File: src/rtl/cpu_launcher_pkg.sv
// cpu_launcher_pkg
//   Shared definitions for the CPU launcher: FSM state encoding, report
//   status codes and default parameter values.
package cpu_launcher_pkg;

  localparam int ADDR_W_DEF  = 13;
  localparam int TIMEOUT_DEF = 4096;

  typedef enum logic [3:0] {
    ST_IDLE     = 4'd0,
    ST_LOAD     = 4'd1,
    ST_ARM      = 4'd2,
    ST_START_HI = 4'd3,
    ST_START_LO = 4'd4,
    ST_RUN      = 4'd5,
    ST_RDADDR   = 4'd6,
    ST_RDDATA   = 4'd7,
    ST_REPORT   = 4'd8
  } state_t;

  typedef enum logic [1:0] {
    STATUS_OK       = 2'b00,
    STATUS_TIMEOUT  = 2'b01,
    STATUS_NOT_IDLE = 2'b10,
    STATUS_OVERFLOW = 2'b11
  } status_t;

endpackage

File: src/rtl/cpu_launcher_timer.sv
// launch_timer
//   Counts CPU run cycles and flags when the run budget is used up.
//   Ports:
//     clk     rising-edge clock
//     rst     asynchronous reset, active-low
//     clr     synchronous clear of the cycle counter
//     en      count this cycle
//     expired high while the counter equals TIMEOUT-1
module launch_timer #(
  parameter int TIMEOUT = 4096
) (
  input  logic clk,
  input  logic rst,
  input  logic clr,
  input  logic en,
  output logic expired
);

  // At least one bit so TIMEOUT=1 still elaborates.
  localparam int CW = (TIMEOUT > 1) ? $clog2(TIMEOUT) : 1;

  logic [CW-1:0] count_reg;

  always_ff @(posedge clk or negedge rst) begin
    if (!rst) begin
      count_reg <= '0;
    end else if (clr) begin
      count_reg <= '0;
    end else if (en) begin
      count_reg <= count_reg + CW'(1);
    end
  end

  assign expired = (count_reg == CW'(TIMEOUT - 1));

endmodule

File: src/rtl/cpu_launcher.sv
// cpu_launcher
//   Loads a program image into CPU memory, releases the CPU from reset,
//   strobes it to start, waits for the PC to reach halt_addr (or a timeout),
//   then reads one result byte back and reports it with a status code.
//   Ports:
//     clk, rst                      clock / async active-low reset
//     ld_valid/ld_data/ld_last      host program byte stream
//     ld_ready                      byte accepted when high with ld_valid
//     go, halt_addr, res_addr       run request and its parameters
//     busy, result, result_valid,   run status and report
//     status
//     mem_sel/we/addr/wdata/rdata   shared memory port (rdata 1-cycle latency)
//     cpu_rst, cpu_start            CPU control
//     cpu_done, cpu_pc              CPU observation
module cpu_launcher
  import cpu_launcher_pkg::*;
#(
  parameter int ADDR_W  = ADDR_W_DEF,
  parameter int TIMEOUT = TIMEOUT_DEF
) (
  input  logic              clk,
  input  logic              rst,
  input  logic              ld_valid,
  input  logic [7:0]        ld_data,
  input  logic              ld_last,
  output logic              ld_ready,
  input  logic              go,
  input  logic [ADDR_W-1:0] halt_addr,
  input  logic [ADDR_W-1:0] res_addr,
  output logic              busy,
  output logic [7:0]        result,
  output logic              result_valid,
  output logic [1:0]        status,
  output logic              mem_sel,
  output logic              mem_we,
  output logic [ADDR_W-1:0] mem_addr,
  output logic [7:0]        mem_wdata,
  input  logic [7:0]        mem_rdata,
  output logic              cpu_rst,
  output logic              cpu_start,
  input  logic              cpu_done,
  input  logic [ADDR_W-1:0] cpu_pc
);

  // Pointer carries one extra bit so a wrap past the top address is visible.
  localparam int PW = ADDR_W + 1;

  state_t        state_reg, state_next;
  logic [PW-1:0] ptr_reg, ptr_next;
  logic [7:0]    result_reg, result_next;
  status_t       status_reg, status_next;
  // Run outcome remembered until the result byte arrives, so that the
  // visible status only changes together with result on entry to REPORT.
  status_t       pend_reg, pend_next;

  logic overflow;
  logic wr;
  logic tmr_clr;
  logic tmr_en;
  logic expired;

  assign overflow = ptr_reg[ADDR_W];

  // Gated by rst so nothing is accepted or written while reset is held.
  assign ld_ready = rst && ((state_reg == ST_IDLE) || (state_reg == ST_LOAD));
  assign wr       = ld_ready && ld_valid && !((state_reg == ST_LOAD) && overflow);

  assign mem_we    = wr;
  assign mem_wdata = wr ? ld_data : 8'h00;

  assign busy         = (state_reg != ST_IDLE);
  assign result_valid = (state_reg == ST_REPORT);
  assign cpu_start    = (state_reg == ST_START_HI);
  // The CPU owns memory and runs out of reset only across the launch window.
  assign mem_sel = !((state_reg == ST_START_HI) || (state_reg == ST_START_LO) ||
                     (state_reg == ST_RUN));
  assign cpu_rst = !((state_reg == ST_ARM) || (state_reg == ST_START_HI) ||
                     (state_reg == ST_START_LO) || (state_reg == ST_RUN));
  assign result = result_reg;
  assign status = status_reg;

  launch_timer #(
    .TIMEOUT(TIMEOUT)
  ) u_timer (
    .clk    (clk),
    .rst    (rst),
    .clr    (tmr_clr),
    .en     (tmr_en),
    .expired(expired)
  );

  always_ff @(posedge clk or negedge rst) begin
    if (!rst) begin
      state_reg <= ST_IDLE;
    end else begin
      state_reg <= state_next;
    end
  end

  always_ff @(posedge clk or negedge rst) begin
    if (!rst) begin
      ptr_reg    <= '0;
      result_reg <= 8'h00;
      status_reg <= STATUS_OK;
      pend_reg   <= STATUS_OK;
    end else begin
      ptr_reg    <= ptr_next;
      result_reg <= result_next;
      status_reg <= status_next;
      pend_reg   <= pend_next;
    end
  end

  always_comb begin
    state_next  = state_reg;
    ptr_next    = ptr_reg;
    result_next = result_reg;
    status_next = status_reg;
    pend_next   = pend_reg;
    tmr_clr     = 1'b0;
    tmr_en      = 1'b0;
    mem_addr    = '0;

    case (state_reg)
      ST_IDLE: begin
        // A load byte wins over go; the first byte always lands at 0.
        if (ld_valid) begin
          ptr_next   = PW'(1);
          state_next = ld_last ? ST_IDLE : ST_LOAD;
        end else if (go) begin
          state_next = ST_ARM;
        end
      end
      ST_LOAD: begin
        mem_addr = ptr_reg[ADDR_W-1:0];
        if (ld_valid) begin
          if (overflow) begin
            status_next = STATUS_OVERFLOW;
            result_next = 8'h00;
            state_next  = ST_REPORT;
          end else begin
            ptr_next = ptr_reg + PW'(1);
            if (ld_last) begin
              state_next = ST_IDLE;
            end
          end
        end
      end
      ST_ARM: begin
        if (cpu_done) begin
          state_next = ST_START_HI;
        end else begin
          status_next = STATUS_NOT_IDLE;
          result_next = 8'h00;
          state_next  = ST_REPORT;
        end
      end
      ST_START_HI: state_next = ST_START_LO;
      ST_START_LO: begin
        // Clearing here makes the counter read 0 in the first RUN cycle.
        tmr_clr    = 1'b1;
        state_next = ST_RUN;
      end
      ST_RUN: begin
        tmr_en = 1'b1;
        if (cpu_pc == halt_addr) begin
          pend_next  = STATUS_OK;
          state_next = ST_RDADDR;
        end else if (expired) begin
          pend_next  = STATUS_TIMEOUT;
          state_next = ST_RDADDR;
        end
      end
      ST_RDADDR: begin
        mem_addr   = res_addr;
        state_next = ST_RDDATA;
      end
      ST_RDDATA: begin
        result_next = mem_rdata;
        status_next = pend_reg;
        state_next  = ST_REPORT;
      end
      ST_REPORT: state_next = ST_IDLE;
      default:   state_next = ST_IDLE;
    endcase
  end

endmodule

File: config.mk
export PLATFORM = sky130hd
export DESIGN_NAME = cpu_launcher
export DESIGN_NICKNAME = d
export VERILOG_FILES = /design/src/rtl/cpu_launcher_pkg.sv /design/src/rtl/cpu_launcher_timer.sv /design/src/rtl/cpu_launcher.sv
export SDC_FILE = /design/constraint.sdc
export NUM_CORES = 1
export LEC_CHECK = 0
export CAP_MARGIN = 20
export CORE_UTILIZATION = 46
export CTS_CLUSTER_DIAMETER = 50
export DETAILED_ROUTE_END_ITERATION = 7
export GPL_TIMING_DRIVEN = 1
export HOLD_SLACK_MARGIN = 0.08
export PLACE_DENSITY = 0.85
export RECOVER_POWER = 25
export SLEW_MARGIN = 20
export SYNTH_ARGS = -nofsm -noshare
export SYNTH_HDL_FRONTEND = slang
export SYNTH_SLANG_ARGS = --single-unit
export TNS_END_PERCENT = 1
File: constraint.sdc
create_clock -name clk -period 5.3 [get_ports clk]
set_clock_uncertainty 0.15 [all_clocks]
set_input_delay 0.53 -clock clk [delete_from_list [all_inputs] [get_ports clk]]
set_output_delay 0.53 -clock clk [all_outputs]
set_load 0.01 [all_outputs]
==> impl_results.rst, run 1 <==
.. list-table::
   :header-rows: 1

   * - Metric
     - Value
   * - Remaining DRCs
     - 0
   * - Fraction of final layout cells with drive strength greater than 1
     - 3.97%
   * - Final weighted congestion in routability-driven placement
     - 0.829
   * - Result of the run
     - finished, final reports clean
   * - Most frequent cells in the layout
     - sky130_fd_sc_hd__clkdlybuf4s50_1 (97), sky130_fd_sc_hd__dfrtp_1 (41), sky130_fd_sc_hd__nor2_1 (26), sky130_fd_sc_hd__nand2_1 (23), sky130_fd_sc_hd__a22o_1 (22)
   * - Number of antenna violations at the first check in global routing
     - 0
   * - Worst endpoint data arrival time
     - 2680 ps
   * - Root buf cell
     - sky130_fd_sc_hd__clkbuf_8
   * - Top Ports
     - 99
   * - FILL cells
     - 374
   * - Critical path's largest stage delay
     - 720 ps
   * - Number of endpoints with negative hold slack in the final report
     - 0
   * - Worst path required time
     - 4620 ps
   * - Critical-path cell list
     - nor3_1, and3_1, and2_1, clkdlybuf4s50_1
   * - Gate count of the mapped netlist
     - 257
   * - First-pass GRT wire length
     - 9630 µm
   * - Worst-case clock buffer depth
     - 2
   * - Pins over their slew limit
     - 0
   * - Count of instances resized after the clock tree is built
     - 0
   * - Mean routed wirelength per cell
     - 14.1 µm
   * - First DRT Iteration DRCs
     - 174
   * - Most frequent standard cell in the layout excluding fill and tap cells
     - sky130_fd_sc_hd__clkdlybuf4s50_1
   * - Unique masters post-synth
     - 41
   * - Final setup violation count
     - 0
   * - Number of CTS-inserted buffers
     - 5
   * - Total negative setup slack
     - 0 ps
   * - Leading area contributor after synthesis
     - sky130_fd_sc_hd__dfrtp_1
   * - Critical path startpoint
     - state_reg[1]
   * - Class of the most critical setup path
     - flop to output pin
   * - Placed cell area
     - 3400 µm²
   * - Routed vias/inst
     - 5.53
   * - Flip-flop and latch count after synthesis
     - 41
   * - Post-synthesis sequential area ratio
     - 43.1%
   * - Clock sink count
     - 41
   * - Placement row count
     - 25
   * - Mean instance size in the synthesized netlist
     - 9.25 µm²
   * - Total die area
     - 5460 µm²
   * - Worst setup EP type
     - output pin
   * - Overall routing resource usage
     - 23.4%
   * - Antenna diode count
     - 0
   * - Maximum level of the CTS H-tree
     - 2
   * - Setup Buffers After CTS
     - 0
   * - Synth top area cells
     - sky130_fd_sc_hd__dfrtp_1 (43%), sky130_fd_sc_hd__a22o_1 (8.1%), sky130_fd_sc_hd__xor2_1 (5.5%)
   * - Maximum number of pins on one net before global-route repair
     - 44
   * - Portion of the clock cycle consumed by the worst path in the final layout
     - 63.3%
   * - Syn Std Cell Area
     - 2380 µm²
   * - Critical Path Slowest Stage Cell
     - sky130_fd_sc_hd__nor3_1
   * - Timing-limited maximum frequency
     - 0.298 GHz
   * - Area added between synthesis and finish
     - 46.6%
   * - Leak Pwr
     - 1.45 nW
   * - Power per cell area
     - 345 nW/µm²
   * - Largest fanout on the critical path
     - 13
   * - Initial cell density of the core
     - 49.1%
   * - Via count
     - 2324
   * - Kind of start point of the critical path
     - flop
   * - Peak supply drop
     - 0.213 mV
   * - Via count of the first global-routing pass
     - 2110
   * - Fraction of post-synthesis cell area in the top cell type by area
     - 43.1%
   * - Number of flip-flops in the largest register
     - 14
   * - Reg2Reg Depth
     - 5
   * - Count of nets after finishing
     - 415
   * - R2R Path End
     - ptr_reg[12]
   * - Clock slew seen by the registers of the worst setup and hold paths
     - 80 ps
   * - Estimated wirelength of the detail-placed design
     - 4400 µm
   * - Final std cell area, no fill
     - 3490 µm²
   * - Minimum clock period after layout
     - 3360 ps
   * - Worst setup path end
     - mem_wdata[0]
   * - Total wire length after detailed routing
     - 5930 µm
   * - Width of the chip
     - 73.9 µm
   * - Transition time at the pin with the least slew margin
     - 837 ps
   * - Worst min path class
     - input port to async pin
   * - GRT Residual Overflow
     - 0
   * - Count of buffers from port buffering
     - 98
   * - First drt pass iteration count
     - 6
   * - Core box area
     - 4850 µm²
   * - Warnings from Yosys
     - 0
   * - R2r setup slk
     - 2490 ps
   * - Clock tree from TritonCTS
     - built
   * - Relative slew margins
     - 44.0%
   * - Worst skew pair latency
     - 300 ps
   * - Setup repair after global routing missed its margin
     - false
   * - Maximum capacitance violations
     - 0
   * - Synthesized netlist net count
     - 320
   * - Cts-stage hold buffer count
     - 0
   * - Number of nets still failing antenna checks after routing
     - 0
   * - Worst reg2reg startpoint
     - state_reg[0]
   * - Die Height
     - 73.9 µm
## per-stage QoR
stage	util, %	instances	total power [W]	hold slack (ps)	worst slack [ps]
2_1_floorplan	-	257	0.000757	84.4	3090
3_3_place_gp	70.2	412	0.000992	325	2090
3_5_place_dp	70.2	412	0.00100	335	2010
4_1_cts	71.9	420	0.00121	155	1950
5_1_grt	71.9	420	0.00129	179	1760
6_report	71.9	420	0.00120	131	1940
## worst min path at each step
stage / slack, ps / startpoint / depth (start not counted) / to
6_report: 130 / rst / 2 / u_timer.count_reg[3]
3_3_place_gp: 330 / u_timer.count_reg[1] / 2 / u_timer.count_reg[1]
3_5_place_dp: 330 / result[1] / 1 / result[1]
2_1_floorplan: 80 / rst / 0 / pend_reg[0]
5_1_grt: 180 / rst / 2 / u_timer.count_reg[4]
4_1_cts: 160 / rst / 2 / u_timer.count_reg[4]
## logic make-up after synthesis
kind of cell | after synthesis | synth area share, %
DFF | 41 | 43.1
and+or+nand+nor | 115 | 24.9
adders and majority gates | 2 | 1.05
xor gates and xnor gates | 29 | 10.7
AOI/OAI and AO/OA | 55 | 17.7
buffers and inverters | 15 | 2.52
## synth_stat cells (all sizes together)
master,number
or3,1
a32o,2
xor2,15
a21oi,4
inv,3
a21boi,1
and2,12
nand3,15
nor2b,1
o22ai,1
nor4,3
o31ai,2
a21o,1
a31oi,3
nor4b,2
nand4,9
o311a,1
and4,1
and3,6
nand2,23
o21bai,2
xnor2,14
nor2,26
buf,3
a211oi,1
a221o,1
ha,2
nand2b,3
a22o,22
clkbuf,9
o211ai,1
or4,2
o21ai,11
a41oi,1
dfrtp,41
nor3,11
o31a,1
## per-layer routing
metal  share of wire [%]  vias to the layer above  GRT usage (%)
li1                    -                     1124              -
met1                  43                     1095           29.7
met2                  49                       95           37.8
met3                 6.5                       10           5.76
met4                 2.2                        0           10.5
met5                   0                        -              0
## report_power, final
group	leakage [nW]	switching, W	internal, W
clock	0.0450	0.000109	0.0000914
sequential	0.546	0.000101	0.000371
combinational	0.860	0.000256	0.000276
total	1.45	0.000466	0.000738
## worst max-delay path: cells and delay by family (launching register included)
family	cells	cell delay (ps)
simple gates	3	1290
buf+inv	1	540
flops	1	550
## area by class of cell
type                       instances  area [µm²]  share of cell area [%]
sequential                        41        1030                    29.4
inverter                           3        11.3                   0.323
clock inverter                     2        10.0                   0.287
timing repair buffer             100         991                    28.4
tap                               67        83.8                    2.40
clock buffer                       6        72.6                    2.08
multi-input combinational        201        1290                    37.1
No activity file was read; power rests on OpenSTA's default activity.
==> run 2, diff against run 1 <==
--- a/config.mk
+++ b/config.mk
@@ -6,12 +6,12 @@
 export NUM_CORES = 1
 export LEC_CHECK = 0
 export CAP_MARGIN = 20
-export CORE_UTILIZATION = 46
+export CORE_UTILIZATION = 43
 export CTS_CLUSTER_DIAMETER = 50
 export DETAILED_ROUTE_END_ITERATION = 7
 export GPL_TIMING_DRIVEN = 1
 export HOLD_SLACK_MARGIN = 0.08
-export PLACE_DENSITY = 0.85
+export PLACE_DENSITY = 0.8
 export RECOVER_POWER = 25
 export SLEW_MARGIN = 20
 export SYNTH_ARGS = -nofsm -noshare
==> constraint.sdc (replaced) <==
create_clock -name clk -period 3.2 [get_ports clk]
set_clock_uncertainty 0.15 [all_clocks]
set_input_delay 0.32 -clock clk [delete_from_list [all_inputs] [get_ports clk]]
set_output_delay 0.32 -clock clk [all_outputs]
set_load 0.01 [all_outputs]
==> impl_results.rst, run 2 (synthesized netlist as in run 1, its figures left out) <==
.. list-table::
   :header-rows: 1

   * - Metric
     - Value
   * - Result of the run
     - finished, final reports clean (unchanged)
   * - Class of the most critical setup path
     - flop to output pin (unchanged)
   * - Worst setup EP type
     - output pin (unchanged)
   * - Via count of the first global-routing pass
     - 2206 (was 2110)
   * - Area added between synthesis and finish
     - 48.4% (was 46.6%)
   * - Placement row count
     - 26 (was 25)
   * - Worst skew pair latency
     - 300 ps (about the same)
   * - Most frequent cells in the layout
     - sky130_fd_sc_hd__clkdlybuf4s50_1 (97), sky130_fd_sc_hd__dfrtp_1 (41), sky130_fd_sc_hd__nor2_1 (26), sky130_fd_sc_hd__nand2_1 (23), sky130_fd_sc_hd__a22o_1 (22) (unchanged)
   * - Relative slew margins
     - 34.8% (was 44.0%)
   * - Leak Pwr
     - 1.47 nW (was 1.45 nW)
   * - Worst path required time
     - 2730 ps (was 4620 ps)
   * - Critical-path cell list
     - nor3_1, buf_4, and3_1, and2_1, clkdlybuf4s50_1 (was nor3_1, and3_1, and2_1, clkdlybuf4s50_1)
   * - FILL cells
     - 441 (was 374)
   * - Via count
     - 2326 (was 2324)
   * - Overall routing resource usage
     - 21.3% (was 23.4%)
   * - Antenna diode count
     - 0 (unchanged)
   * - Met3 WL post-DR
     - 441 µm (was 386 µm)
   * - Clock sink count
     - 41 (unchanged)
   * - Number of nets still failing antenna checks after routing
     - 0 (unchanged)
   * - Met2 wire length
     - 2950 µm (was 2880 µm)
   * - Final weighted congestion in routability-driven placement
     - 0.814 (was 0.829)
   * - Worst endpoint data arrival time
     - 2280 ps (was 2680 ps)
   * - Pre-CTS WS
     - 562 ps (was 2010 ps)
   * - Maximum capacitance violations
     - 0 (unchanged)
   * - First DRT Iteration DRCs
     - 166 (was 174)
   * - Total wire length after detailed routing
     - 6020 µm (was 5930 µm)
   * - Fraction of final layout cells with drive strength greater than 1
     - 5.03% (was 3.97%)
   * - Worst min path class
     - flop to flop (was input port to async pin)
   * - Top Metal Used
     - met4 (unchanged)
   * - Root buf cell
     - sky130_fd_sc_hd__clkbuf_8 (unchanged)
   * - Area used by multi-input combinational logic
     - 1290 µm² (unchanged)
   * - Count of buffers from port buffering
     - 98 (unchanged)
   * - Count of nets after finishing
     - 420 (was 415)
   * - First drt pass iteration count
     - 4 (was 6)
   * - Total negative setup slack
     - 0 ps (unchanged)
   * - Number of CTS-inserted buffers
     - 5 (unchanged)
   * - Sum of routed wire segments on met1
     - 2490 µm (was 2530 µm)
   * - Top Ports
     - 99 (unchanged)
   * - Pins over their slew limit
     - 0 (unchanged)
   * - Width of the chip
     - 76.4 µm (was 73.9 µm)
   * - Mean routed wirelength per cell
     - 14.1 µm (about the same)
   * - Core box area
     - 5200 µm² (was 4850 µm²)
   * - Critical path's largest stage delay
     - 550 ps (was 720 ps)
   * - Critical Path Slowest Stage Cell
     - sky130_fd_sc_hd__dfrtp_1 (was sky130_fd_sc_hd__nor3_1)
   * - Setup Buffers After CTS
     - 0 (unchanged)
   * - Number of endpoints with negative hold slack in the final report
     - 0 (unchanged)
   * - Portion of the clock cycle consumed by the worst path in the final layout
     - 86.0%
   * - Kind of start point of the critical path
     - flop (unchanged)
   * - Clock tree from TritonCTS
     - built (unchanged)
   * - Total die area
     - 5830 µm² (was 5460 µm²)
   * - Count of instances resized after the clock tree is built
     - 0 (unchanged)
   * - First-pass GRT wire length
     - 9900 µm (was 9630 µm)
   * - Minimum clock period after layout
     - 2750 ps
   * - Setup repair after global routing missed its margin
     - false (unchanged)
   * - Final worst-path setup slack
     - 447 ps (was 1940 ps)
   * - Final-layout worst hold slack
     - 352 ps (was 131 ps)
   * - Peak supply drop
     - 0.352 mV (was 0.213 mV)
   * - Storage element area
     - 1030 µm² (unchanged)
   * - Estimated wirelength of the detail-placed design
     - 4580 µm (was 4400 µm)
   * - Clock slew seen by the registers of the worst setup and hold paths
     - 80 ps (about the same)
   * - Number of antenna violations at the first check in global routing
     - 0 (unchanged)
   * - Number of flip-flops in the largest register
     - 14 (unchanged)
   * - Transition time at the pin with the least slew margin
     - 979 ps (was 837 ps)
   * - GRT Residual Overflow
     - 0 (unchanged)
   * - Die Height
     - 76.4 µm (was 73.9 µm)
   * - Worst-case clock buffer depth
     - 2 (unchanged)
   * - Power per cell area
     - 576 nW/µm² (was 345 nW/µm²)
   * - Routed vias/inst
     - 5.43 (was 5.53)
   * - Final setup violation count
     - 0 (unchanged)
   * - Largest fanout on the critical path
     - 13 (unchanged)
   * - Maximum level of the CTS H-tree
     - 2 (unchanged)
   * - Timing-limited maximum frequency
     - 0.363 GHz
   * - Initial cell density of the core
     - 45.7% (was 49.1%)
   * - Remaining DRCs
     - 0 (unchanged)
   * - Most frequent standard cell in the layout excluding fill and tap cells
     - sky130_fd_sc_hd__clkdlybuf4s50_1 (unchanged)
   * - Maximum number of pins on one net before global-route repair
     - 42 (was 44)
## run 2: per-stage QoR
| step | cells | util (%) | power (W) | cell area (µm²) |
|---|---|---|---|---|
| detailed placement | 419 | 66.1 | 0.00171 | 3440 |
| global route | 428 | 67.8 | 0.00217 | 3530 |
| finish | 428 | 67.8 | 0.00204 | 3530 |
| floorplan | 257 | - | 0.00125 | 2380 |
| CTS | 428 | 67.9 | 0.00205 | 3530 |
| global placement | 419 | 66.1 | 0.00169 | 3440 |
## run 2: final cells by class
type                    instances  area share [%]
inverters                       3           0.319
flip-flops and latches         41            29.1
clock buffers                   5            1.95
well taps                      70            2.48
multi-input cells             201            36.6
clock inverters                 3           0.496
repair buffers                105            29.1
## run 2: what timing repair did
item | in CTS | in global routing
endpoints found under the hold margin | 41 | 0
endpoints found under the setup margin | 0 | 0
hold buffers | 1 | 0
## run 2: worst max-delay path: cells and delay by family (launching register included)
kind | cells | cell delay (ps)
buffers and inverters | 2 | 730
flip-flops | 1 | 550
AND/OR/NAND/NOR | 3 | 700
## run 2: worst paths after layout
| kind | startpoint | to | slack [ps] | depth (start not counted) |
|---|---|---|---|---|
| worst min register to register | result[7] | result[7] | 350 | 1 |
| worst max register to register | state_reg[1] | ptr_reg[12] | 900 | 6 |
| max in group asynchronous | rst | ptr_reg[11] | 1500 | 3 |
| min in group asynchronous | rst | result[5] | 790 | 3 |
| worst max-delay path | state_reg[1] | mem_wdata[2] | 450 | 5 |
| worst min-delay path | result[7] | result[7] | 350 | 1 |
## run 2: layer usage
layer | vias to the layer above | global-route usage, %
li1 | 1127 | -
met1 | 1081 | 24.8
met2 | 104 | 36.5
met3 | 14 | 5.87
met4 | 0 | 9.04
met5 | - | 0
## run 2: report_power, final
part | internal (W) | leakage [nW] | switching, W
Combinational | 0.000485 | 0.881 | 0.000469
Clock | 0.000150 | 0.0439 | 0.000183
Sequential | 0.000615 | 0.546 | 0.000133
Total | 0.00125 | 1.47 | 0.000785
